## config.mk

```make
export PLATFORM = sky130hd
export DESIGN_NAME = adder_arbiter
export DESIGN_NICKNAME = d
export VERILOG_FILES = /design/src/rtl/adder_arbiter.sv
export SDC_FILE = /design/constraint.sdc
export NUM_CORES = 1
export LEC_CHECK = 0
export ABC_CLOCK_PERIOD_IN_PS = 4300
export CAP_MARGIN = 20
export CORE_AREA = 2 2 157 159
export DETAILED_ROUTE_END_ITERATION = 12
export DIE_AREA = 0 0 159 161
export SLEW_MARGIN = 10
export SYNTH_ARGS = -nofsm -noshare
export SYNTH_HDL_FRONTEND = slang
export SYNTH_SLANG_ARGS = --single-unit
```

## constraint.sdc

```tcl
create_clock -name M100CLK -period 4.3 [get_ports M100CLK]
set_input_delay 0.86 -clock M100CLK [delete_from_list [all_inputs] [get_ports M100CLK]]
set_output_delay 0.86 -clock M100CLK [all_outputs]
set_load 0.05 [all_outputs]
```

## src/rtl/adder_arbiter.sv

```systemverilog
// Round-robin arbiter that shares one pipelined I/Q adder between N_REQ requesters,
// returning each sum to its issuer and flushing the adder after every system reset.
module adder_arbiter #(
  parameter int N_REQ        = 4,
  parameter int ADD_LATENCY  = 2,
  parameter int FLUSH_CYCLES = 3
) (
  input  logic                 M100CLK,
  input  logic                 reset,
  input  logic [N_REQ-1:0]     req_valid,
  output logic [N_REQ-1:0]     req_ready,
  input  logic [32*N_REQ-1:0]  req_i,
  input  logic [32*N_REQ-1:0]  req_q,
  output logic                 adder_rst,
  output logic [31:0]          adder_i,
  output logic [31:0]          adder_q,
  input  logic [32:0]          adder_sum,
  output logic [N_REQ-1:0]     rsp_valid,
  output logic [32:0]          rsp_sum,
  output logic                 busy
);

  localparam int RW = (N_REQ > 1) ? $clog2(N_REQ) : 1;
  localparam int CW = (FLUSH_CYCLES > 1) ? $clog2(FLUSH_CYCLES) : 1;
  localparam int PD = ADD_LATENCY + 1;
  localparam logic [N_REQ-1:0] ONE_HOT0 = {{(N_REQ-1){1'b0}}, 1'b1};

  typedef enum logic [1:0] {FLUSH, WAKE, RUN} state_t;

  state_t          state, state_nxt;
  logic [CW-1:0]   flush_cnt, flush_cnt_nxt;
  logic [RW-1:0]   rr_ptr;
  logic [RW-1:0]   grant_idx;
  logic            grant_any;
  logic            xfer;
  logic [PD-1:0]   pipe_valid;
  logic [RW-1:0]   pipe_tag [PD];

  function automatic logic [RW-1:0] wrap_add(input logic [RW-1:0] base, input int off);
    int s;
    s = int'(base) + off;
    if (s >= N_REQ) s = s - N_REQ;
    return RW'(s);
  endfunction

  always_ff @(posedge M100CLK or negedge reset) begin
    if (!reset) begin
      state     <= FLUSH;
      flush_cnt <= '0;
    end else begin
      state     <= state_nxt;
      flush_cnt <= flush_cnt_nxt;
    end
  end

  always_comb begin
    state_nxt     = state;
    flush_cnt_nxt = flush_cnt;
    adder_rst     = 1'b0;
    unique case (state)
      FLUSH: begin
        adder_rst = 1'b1;
        if (flush_cnt == CW'(FLUSH_CYCLES - 1)) state_nxt = WAKE;
        else flush_cnt_nxt = flush_cnt + 1'b1;
      end
      // One idle cycle lets the adder's registered internal reset clear.
      WAKE:    state_nxt = RUN;
      RUN:     state_nxt = RUN;
      default: state_nxt = FLUSH;
    endcase
  end

  always_comb begin
    grant_any = 1'b0;
    grant_idx = rr_ptr;
    for (int i = 0; i < N_REQ; i++) begin
      if (!grant_any && req_valid[wrap_add(rr_ptr, i)]) begin
        grant_any = 1'b1;
        grant_idx = wrap_add(rr_ptr, i);
      end
    end
  end

  assign xfer = (state == RUN) && grant_any;

  always_comb begin
    req_ready = '0;
    if (xfer) req_ready[grant_idx] = 1'b1;
  end

  // Tag stage 0 loads alongside adder_i; the last stage lines up with a valid adder_sum.
  always_ff @(posedge M100CLK or negedge reset) begin
    if (!reset) begin
      rr_ptr     <= '0;
      adder_i    <= '0;
      adder_q    <= '0;
      pipe_valid <= '0;
      for (int s = 0; s < PD; s++) pipe_tag[s] <= '0;
      rsp_valid  <= '0;
      rsp_sum    <= '0;
    end else begin
      if (xfer) begin
        adder_i <= req_i[int'(grant_idx)*32 +: 32];
        adder_q <= req_q[int'(grant_idx)*32 +: 32];
        rr_ptr  <= wrap_add(grant_idx, 1);
      end
      pipe_valid[0] <= xfer;
      pipe_tag[0]   <= grant_idx;
      for (int s = 1; s < PD; s++) begin
        pipe_valid[s] <= pipe_valid[s-1];
        pipe_tag[s]   <= pipe_tag[s-1];
      end
      if (pipe_valid[PD-1]) begin
        rsp_valid <= ONE_HOT0 << pipe_tag[PD-1];
        rsp_sum   <= adder_sum;
      end else begin
        rsp_valid <= '0;
      end
    end
  end

  assign busy = (state != RUN) || (|pipe_valid);

endmodule

```

## Word-level counts from Yosys, hierarchy flattened

Cells that the tools add are included.

- Bits of input ports: 295
- Output and inout port bits: 107
- Register bits: 116
- Word-level logic and storage cells: 82

- $add $sub $neg: 10
- $lt $le $gt $ge: 11
- Reduce and logical (&&, ||, !) cells: 13
- Shift operators: 3
- Bitwise logic cells: 1
- Eq/ne operators: 5
- Mux-type cells: 28

Operators with widths:

| kind | count |
|---|---|
| $shiftx 128x8->32 | 2 |
| $mux 2 | 10 |
| $lt 2x3->1 const B | 5 |
| $ge 3x3->1 const B | 4 |
| $mux 1 | 10 |
| $sub 2x1->2 const B | 5 |
| $bmux 1 s2 | 4 |
| $mux 4 | 2 |
| $add 2x1->3 const B | 2 |
| $add 2x2->3 const B | 2 |
| $logic_and 1x1->1 | 5 |
| $eq 2x2->1 const B | 2 |
| $ne 2x2->1 const B | 2 |
| $pmux 2 s2 | 1 |
| $shl 1x2->4 const A | 1 |
| $ge 2x3->1 const B | 1 |
| $logic_not 1->1 | 3 |
| $reduce_or 3->1 | 1 |
| $add 2x1->2 const B | 1 |
| $demux 1 s2 | 1 |
| $eq 2x1->1 const B | 1 |
| $ge 2x1->1 const B | 1 |
| $logic_not 2->1 | 1 |
| $reduce_and 2->1 | 1 |
| other kinds (3) | 3 |

## Logic depth before layout (Yosys ltp)

Gate-level depths: netlist of the first run.

- Depth after elaboration: 19
- Mapped depth: 9
- Mapped depth without buffers: 7

## Least setup slack after synthesis of the first run

No wires, ideal clock.

- Path kind: in2out
- Start: input port req_valid[2]
- End: output port req_ready[0]
- Required time: 3.440 ns
- Arrival: 2.413 ns
- Cell stages on the path: 7
- Setup slack: 1.027 ns
- Path buffers: 2
- Path through: nor2b_1 > a2bb2oi_2 > o211ai_4 > buf_2 > buf_2 > nand2_1 > nor2_1

- Cells in the longest elaborated chain, start to end: 17
- Elaborated cells on any way between the ends: 29
- Those cells by class: 2 x order compare; 19 x mux; 8 x reduce/logical

Ends and longest elaborated chain:

| item | line | text |
|---|---|---|
| start: declaration | 10 | `input logic [N_REQ-1:0] req_valid,` |
| $bmux 1 s2 | 77 | `if (!grant_any && req_valid[wrap_add(rr_ptr, i)]) begin` |
| $mux 1 (not written as such) | 77 |  |
| $mux 1 | 77 |  |
| $logic_not 1->1 | 77 |  |
| $logic_and 1x1->1 | 77 |  |
| $mux 1 | 77 |  |
| $logic_not 1->1 | 77 |  |
| $logic_and 1x1->1 | 77 |  |
| $mux 1 | 77 |  |
| $logic_not 1->1 | 77 |  |
| $logic_and 1x1->1 | 77 |  |
| $mux 2 | 77 |  |
| $lt 2x3->1 (not written as such) / $ge 2x1->1 (equally long branches) | 88 | `if (xfer) req_ready[grant_idx] = 1'b1;` |
| $logic_and 1x1->1 (not written as such) | 88 |  |
| $mux 1 (not written as such) | 88 |  |
| $demux 1 s2 | 88 |  |
| $mux 4 (*) | 88 |  |
| end: declaration | 11 | `output logic [N_REQ-1:0] req_ready,` |

Every way passes the cells marked *; elsewhere a longest branch is shown, timed or not. The select of a mux whose other input is x is not followed.

## Final worst setup path of the first run

- Start: input port req_valid[1]
- End: output port req_ready[1]

Same word-level chain as after synthesis.

==> parameters.txt, run 1 <==
Parameter                              Value

Synthesis
  Asr flop ratio synth ... 1.000
  Total nets after synthesis ... 838
  Unique cell type count in the Yosys netlist ... 40
  Top_reg_cell synth ... sky130_fd_sc_hd__dfrtp_1
  Instance count of the mapped netlist ... between 500 and 600
  Average instance area after synthesis ... between 10 and 15 um2
  EDFF count, synth ... 0
  Sequential-to-total area share from yosys stat ... 0.4637
  Number of synthesized register bits ... 116
  Post-Syn Area ... approximately 6300 um2
  Count of yosys warnings during synthesis ... 0

Clocking
  Root cell of the clock tree ... sky130_fd_sc_hd__clkbuf_16
  Buffers from clock root to sink, at most ... 2
  Number of buffers created by CTS ... 17
  Number of H-tree branching levels ... 4
  Clk_lat worst skew ... 400 ps
  Clock tree from TritonCTS ... yes
  CTS clk-pin slew, worst paths ... 50 ps
  Clock Sink Count ... between 100 and 150
  Number of cells upsized or downsized after cts ... 0
  Count of hold-fix buffers inserted at cts ... 0
  Count of buffers added by post-CTS timing repair for setup ... 0

Floorplanning
  Top-level I/O count ... 402
  Standard-cell rows ... 57
  Initial cell density of the core ... 0.2612
  Die Height ... ~160 um
  Overall die width ... 159 um
  Die Footprint ... about 26,000 um2
  Core ar. ... 23,960 um2

Critical path
  R2R setup slack ... 1930 ps
  Most common cell on crit path ... sky130_fd_sc_hd__nor2_1
  CP delay by family, top ... buffers and inverters
  Kind of start point of the critical path ... input port
  Element type at the critical path end ... primary output
  Arrival @ worst endpoint ... 2750 ps
  Series of cell instances along the critical path ... clkdlybuf4s50_1, nor2_1, a22oi_1, o2bb2ai_4, inv_6, nor2_1, buf_4
  R2r startpoint ... rr_ptr[1]
  Maximum single-stage delay on the critical path ... 730 ps
  Standard cell with the maximum stage delay on the critical path ... sky130_fd_sc_hd__clkdlybuf4s50_1
  RR Endpoint ... adder_i[5]
  WP depth ... 7
  Class of the most critical setup path ... input port to primary output
  R2r worst-path depth ... 7
  Worst endpoint required time ... 3440 ps
  Buf+Inv Stages, Crit Path ... 3
  Peak fanout along the critical path ... 28

Flow run
  Max-cap violations ... 0

Detailed routing
  DR WL/cell ... 18.80 um
  Number of remaining DRC errors ... 0
  Detailed-router iteration count before antenna repair ... 4
  Detailed Route Iter0 Violations ... ~340
  Ratio of routed vias to standard cells ... 4.798
  Final routed wirelength across all metal layers ... approximately 24 mm
  DR vias ... 6,026
  Remaining antenna violation count ... 0

Global routing
  GR Util met2 ... 0.3069
  Met3 Use GR ... 0.06112
  Global routing usage summed across all routing layers ... 0.1846
  Number of antenna violations at the first check in global routing ... 1
  Global routing met1 resource utilization ... 0.2322
  Global-route wire length before repair ... 36.71 mm
  Highest-utilization routing layer at the global route stage ... met2
  Pin count of the biggest net entering global routing ... 67
  Number of global-route vias before repair ... 6,165
  Total global routing overflow ... 0

STA
  Setup violations, final ... 0
  Final total negative setup slack ... 0 ps
  Pins Over Slew Limit ... 0
  Peak Freq ... around 280 MHz
  Post-route minimum period ... 3609 ps
  Normalized max-slew margin ... 0.4868
  Fraction of the cycle the final worst path needs ... 0.8392
  Actual transition at the worst max-transition pin ... 769.8 ps
  Crit path setup slack, layout ... 691.2 ps
  Setup repair after global routing missed its margin ... false
  Count of final hold-check violations ... 0
  Layout Skew ... 10.27 ps

Min path
  Hold EP ... pipe_tag[0]
  Number of instances on the worst hold path ... 0
  Source of the worst hold timing path ... pipe_tag[2]
  HP Class ... flip-flop to flip-flop

Placement
  Final Wtd Congestion ... between 0.7 and 0.8
  Pre-CTS setup slack ... 686.5 ps
  HPWL Detailed ... roughly 17 mm
  Number of buffers inserted by port buffering ... 401
  Total placed instance area ... 10,590 um2

Power
  IR drop worst, VDD ... ~270 uV
  Leakage power of the design ... approximately 4.4 nW
  Power Total ... 0.007069 W
  Power Density ... 628.6 nW/um2

Layout
  Number of fill cells ... ~2,300
  Proportion of layout cells with a drive suffix above 1 ... 0.1255
  Final design instance area without fill ... 11,240 um2
  Fraction of the core area covered by cells at the end of the flow ... 0.4692
  Layout overhead on the synthesized area ... 79.63%
  Final Net Count ... 1,218
  Top library cells by usage in the layout, fill and taps aside ... 396 x sky130_fd_sc_hd__clkdlybuf4s50_1, 116 x sky130_fd_sc_hd__dfrtp_1, 54 x sky130_fd_sc_hd__nand2b_1
  # diodes ... 0
  Leading cell type in the layout, fill and taps excluded ... sky130_fd_sc_hd__clkdlybuf4s50_1

Status
  Result of the run ... finished clean
==> how the worst max path moves through the flow <==
stage / slack, ps / to / from
floorplan: 1030 / req_ready[0] / req_valid[2]
global placement: 710 / req_ready[1] / req_valid[1]
detailed placement: 690 / req_ready[1] / req_valid[1]
CTS: 680 / req_ready[1] / req_valid[1]
global route: 560 / req_ready[1] / req_valid[1]
finish: 690 / req_ready[1] / req_valid[1]
==> metrics by stage <==
stage	hold WS [ps]	std cells
after global placement	333.5	1225
final	348.4	1256
after floorplan	331.2	540
after detailed placement	335.8	1225
after global routing	355.7	1256
after CTS	350.3	1256
==> per-layer routing <==
| layer | up-vias | wire length (um) |
|---|---|---|
| li1 | 2849 | - |
| met1 | 2868 | 10050 |
| met2 | 281 | 11370 |
| met3 | 26 | 1865 |
| met4 | 2 | 317 |
| met5 | - | 10 |
==> cells in the mapped netlist (2+ instances only) <==
cell,number,area (um2)
sky130_fd_sc_hd__nand2_1,5,18.77
sky130_fd_sc_hd__buf_1,2,7.510
sky130_fd_sc_hd__nor3_1,53,265.3
sky130_fd_sc_hd__nor2_1,8,30.03
sky130_fd_sc_hd__xnor2_1,2,17.52
sky130_fd_sc_hd__buf_4,3,22.52
sky130_fd_sc_hd__inv_1,5,18.77
sky130_fd_sc_hd__nand2b_1,54,337.8
sky130_fd_sc_hd__nor2b_1,2,12.51
sky130_fd_sc_hd__mux2i_1,53,530.5
sky130_fd_sc_hd__clkbuf_1,17,63.81
sky130_fd_sc_hd__mux4_2,11,247.7
sky130_fd_sc_hd__mux2_4,7,105.1
sky130_fd_sc_hd__buf_2,31,155.2
sky130_fd_sc_hd__o41ai_1,53,464.2
sky130_fd_sc_hd__dfrtp_1,116,2903
sky130_fd_sc_hd__a211oi_1,53,397.9
sky130_fd_sc_hd__o21ai_0,3,15.01
sky130_fd_sc_hd__mux2_2,37,416.7
sky130_fd_sc_hd__inv_2,3,11.26
sky130_fd_sc_hd__ha_1,3,37.54
==> kinds of logic after synthesis <==
family | after synthesis | share of synthesized area
multiplexers | 108 | 0.2077
XOR/XNOR | 2 | 0.002799
adder cells (fa/ha/maj) | 3 | 0.005997
AO/OA/AOI/OAI | 120 | 0.1581
flip-flops | 116 | 0.4637
AND/OR/NAND/NOR | 129 | 0.1153
buffers and inverters | 62 | 0.04637
==> sequential cells by signal (all words and copies together) (netlist names) <==
register and flops:
flush_cnt 2, state 2, adder_i 32, rr_ptr 2
pipe_valid 3, pipe_tag 6, rsp_sum 33, adder_q 32
rsp_valid 4
==> power by group <==
part	total [W]	internal (W)	switching (W)
clock network	0.00158	0.00106	0.000525
logic	0.00383	0.00145	0.00238
registers	0.00166	0.00146	0.000194
total	0.00707	0.00397	0.00310
==> cell type report <==
cell class	count	area [um2]	area share
flip-flops and latches	116	2903	0.2582
repair buffers	415	4131	0.3674
clock inverters	12	202.7	0.01803
well taps	324	405.4	0.03605
multi-input cells	362	3114	0.2770
inverters	8	35.03	0.003116
clock buffers	19	452.9	0.04028
Note: power is estimated with default switching activity, not from simulation.
==> run 2: changes to the inputs <==
ABC_CLOCK_PERIOD_IN_PS = 3740   (was 4300)
CORE_AREA = 2 2 154 156   (was 2 2 157 159)
DIE_AREA = 0 0 156 158   (was 0 0 159 161)
clock period = 3.74 ns   (was 4.3 ns; I/O delays follow)
==> run 2 against run 1 <==
Against the previous run:
- critical path depth is 1 lower
- register-to-register slack worse by 600 ps
- die area is 3.7% lower
- sequential power is 14% higher
- hold slack better by 5.1 ps
- first-iteration DRC count is 18% lower
- worst setup slack worse by 310 ps
==> parameters.txt, run 2 (same netlist as run 1, synthesis figures left out) <==
Parameter                              Value

Floorplanning
  Initial cell density of the core ... 0.2715 (was 0.2612)
  Top-level I/O count ... 402 (unchanged)
  Core ar. ... 23,050 um2 (was 23,960 um2)
  Die Height ... 158 um (was 161 um)
  Overall die width ... 156 um (was 159 um)
  Standard-cell rows ... 56 (was 57)
  Die Footprint ... 24,650 um2 (was 25,600 um2)

Placement
  Placed insts ... 1,190 (was 1,225)
  Number of buffers inserted by port buffering ... 401 (unchanged)
  HPWL Detailed ... 17.56 mm (was 17.19 mm)
  Final Wtd Congestion ... 0.7759 (was 0.7838)

Flow run
  Max-cap violations ... 0 (unchanged)

Layout
  # diodes ... 0 (unchanged)
  Largest registers ranked by flip-flop count ... rsp_sum x33, adder_i x32, adder_q x32 (unchanged)
  Final Net Count ... 1,217 (was 1,218)
  Register ranked first by flip-flop count ... rsp_sum (unchanged)
  Proportion of layout cells with a drive suffix above 1 ... 0.1246 (was 0.1255)
  Leading cell type in the layout, fill and taps excluded ... sky130_fd_sc_hd__clkdlybuf4s50_1 (unchanged)
  Non-filler cells in the finished layout ... 1,221 (was 1,256)
  Layout overhead on the synthesized area ... 79.55% (was 79.63%)
  Largest register FFs ... 33 (unchanged)
  Top library cells by usage in the layout, fill and taps aside ... 396 x sky130_fd_sc_hd__clkdlybuf4s50_1, 116 x sky130_fd_sc_hd__dfrtp_1, 54 x sky130_fd_sc_hd__nand2b_1 (unchanged)

Critical path
  R2r startpoint ... rr_ptr[1] (unchanged)
  RR Endpoint ... adder_q[7] (was adder_i[5])
  Arrival @ worst endpoint ... 2610 ps (was 2750 ps)
  Kind of start point of the critical path ... input port (unchanged)
  Worst endpoint required time ... 2990 ps (was 3440 ps)
  Peak fanout along the critical path ... 14 (was 28)
  Class of the most critical setup path ... input port to primary output (unchanged)
  R2r worst-path depth ... 6 (was 7)
  Element type at the critical path end ... primary output (unchanged)
  R2R setup slack ... 1330 ps (was 1930 ps)

Clocking
  Clock Sink Count ... 116 (unchanged)
  Count of hold-fix buffers inserted at cts ... 0 (unchanged)
  Number of buffers created by CTS ... 17 (unchanged)
  Root cell of the clock tree ... sky130_fd_sc_hd__clkbuf_16 (unchanged)
  Clock tree from TritonCTS ... yes (unchanged)
  CTS clk-pin slew, worst paths ... 50 ps (about the same)
  Count of buffers added by post-CTS timing repair for setup ... 0 (unchanged)
  Buffers from clock root to sink, at most ... 2 (unchanged)
  Number of H-tree branching levels ... 4 (unchanged)
  Clk_lat worst skew ... 410 ps (was 400 ps)
  Number of cells upsized or downsized after cts ... 0 (unchanged)

Detailed routing
  Routed met1 length ... 9.893 mm (was 10.05 mm)
  Detailed Route Iter0 Violations ... 279 (was 342)
  Final routed wirelength across all metal layers ... 24.08 mm (was 23.62 mm)
  DR vias ... 6,006 (was 6,026)
  DR WL/cell ... 19.72 um (was 18.80 um)
  Detailed-routed wire length on met2 ... 11.96 mm (was 11.37 mm)
  Total met3 wirelength after detailed routing ... 1.826 mm (was 1.865 mm)
  Remaining antenna violation count ... 0 (unchanged)
  Highest metal layer used by the detailed router ... met4 (was met5)
  Detailed-router iteration count before antenna repair ... 4 (unchanged)
  Number of remaining DRC errors ... 0 (unchanged)
  Ratio of routed vias to standard cells ... 4.919 (was 4.798)

STA
  Post-route minimum period ... 3362 ps
  Normalized max-slew margin ... 0.4688 (was 0.4868)
  Fraction of the cycle the final worst path needs ... 0.8990
  Actual transition at the worst max-transition pin ... 796.8 ps (was 769.8 ps)
  Setup violations, final ... 0 (unchanged)
  Final total negative setup slack ... 0 ps (unchanged)
  Layout Skew ... 13.63 ps (was 10.27 ps)
  Pins Over Slew Limit ... 0 (unchanged)
  Setup repair after global routing missed its margin ... false (unchanged)
  Peak Freq ... 297.4 MHz
  Count of final hold-check violations ... 0 (unchanged)

Global routing
  Number of antenna violations at the first check in global routing ... 0 (was 1)
  Total global routing overflow ... 0 (unchanged)
  Pin count of the biggest net entering global routing ... 111 (was 67)
  Global routing usage summed across all routing layers ... 0.1934 (was 0.1846)
  Number of global-route vias before repair ... 6,324 (was 6,165)
  Global-route wire length before repair ... 36.55 mm (was 36.71 mm)

Power
  Pint ... 0.004566 W (was 0.003970 W)
  Part of the total power dissipated in sequential elements ... 0.234 (about the same)
  Combinational power share ... 0.542 (about the same)
  IR drop worst, VDD ... 457.9 uV (was 266.5 uV)
  Net switching share of the total power ... 0.4399 (was 0.4384)
  Clk network pwr share ... 0.224 (about the same)
  Power spent charging and discharging nets ... 0.003586 W (was 0.003099 W)
  Leakage power of the design ... 4.381 nW (was 4.372 nW)
  Power Density ... 725.4 nW/um2 (was 628.6 nW/um2)

Min path
  HP Class ... flip-flop to flip-flop (unchanged)
  Number of instances on the worst hold path ... 0 (unchanged)
  Hold EP ... pipe_tag[0] (unchanged)
  Source of the worst hold timing path ... pipe_tag[2] (unchanged)

Status
  Result of the run ... finished clean (unchanged)
## run 2: cell types whose count changed in the layout (fill, tap and decap cells not counted)
cell / previous run / this run
sky130_fd_sc_hd__buf_12: 2 / 6
sky130_fd_sc_hd__clkinv_2: 2 / 1
sky130_fd_sc_hd__buf_4: 17 / 12
sky130_fd_sc_hd__clkinv_4: 3 / 5
sky130_fd_sc_hd__clkbuf_8: 2 / 0
sky130_fd_sc_hd__clkinvlp_4: 1 / 0
sky130_fd_sc_hd__inv_6: 2 / 4
## run 2: how the worst max path moves through the flow
| stage | from | endpoint | slack [ps] |
|---|---|---|---|
| finish | req_valid[1] | req_ready[1] | 380 |
| global route | req_valid[1] | req_ready[1] | 300 |
| CTS | req_valid[1] | req_ready[1] | 350 |
| detailed placement | req_valid[1] | req_ready[1] | 350 |
| global placement | req_valid[1] | req_ready[1] | 360 |
| floorplan | req_valid[2] | req_ready[0] | 690 |
## run 2: area by class of cell
| class | instances | area [um2] |
|---|---|---|
| clock buffer | 17 | 425.4 |
| clock inverter | 14 | 225.2 |
| fill | 2115 | 11810 |
| inverter | 8 | 35.03 |
| multi-input combinational | 362 | 3114 |
| sequential | 116 | 2903 |
| tap | 290 | 362.8 |
| timing repair buffer | 414 | 4174 |
## run 2: layer usage
metal	vias to the layer above	global-route usage
met5	-	0
met4	0	0.04369
met3	24	0.06077
li1	2839	-
met1	2877	0.2365
met2	266	0.3344
## run 2: metrics by stage
stage               hold slack (ps)  instance area (um2)  setup WS, ps    util  power (W)
detailed placement            335.5                10590         346.5  0.4593   0.006380
CTS                           355.9                11240         354.7  0.4876   0.008250
global placement              332.6                10590         361.9  0.4593   0.006352
floorplan                     331.2                 6260         690.7       -   0.004706
global route                  363.3                11240         299.1  0.4876   0.008540
finish                        353.5                11240         377.6  0.4876   0.008153
## run 2: critical path, stage by stage
cell	delay (ps)
sky130_fd_sc_hd__clkdlybuf4s50_1	620
sky130_fd_sc_hd__o41ai_4	500
sky130_fd_sc_hd__inv_2	270
sky130_fd_sc_hd__o2111ai_4	200
sky130_fd_sc_hd__nor2_1	120
sky130_fd_sc_hd__buf_12	160
## run 2: power groups by stage
stage	Clock [W]	Sequential (W)	Combinational [W]
2_1_floorplan	0	0.00325	0.00145
3_3_place_gp	0	0.00191	0.00445
3_5_place_dp	0	0.00191	0.00447
4_1_cts	0.00188	0.00191	0.00447
5_1_grt	0.00194	0.00196	0.00465
6_report	0.00183	0.00190	0.00442
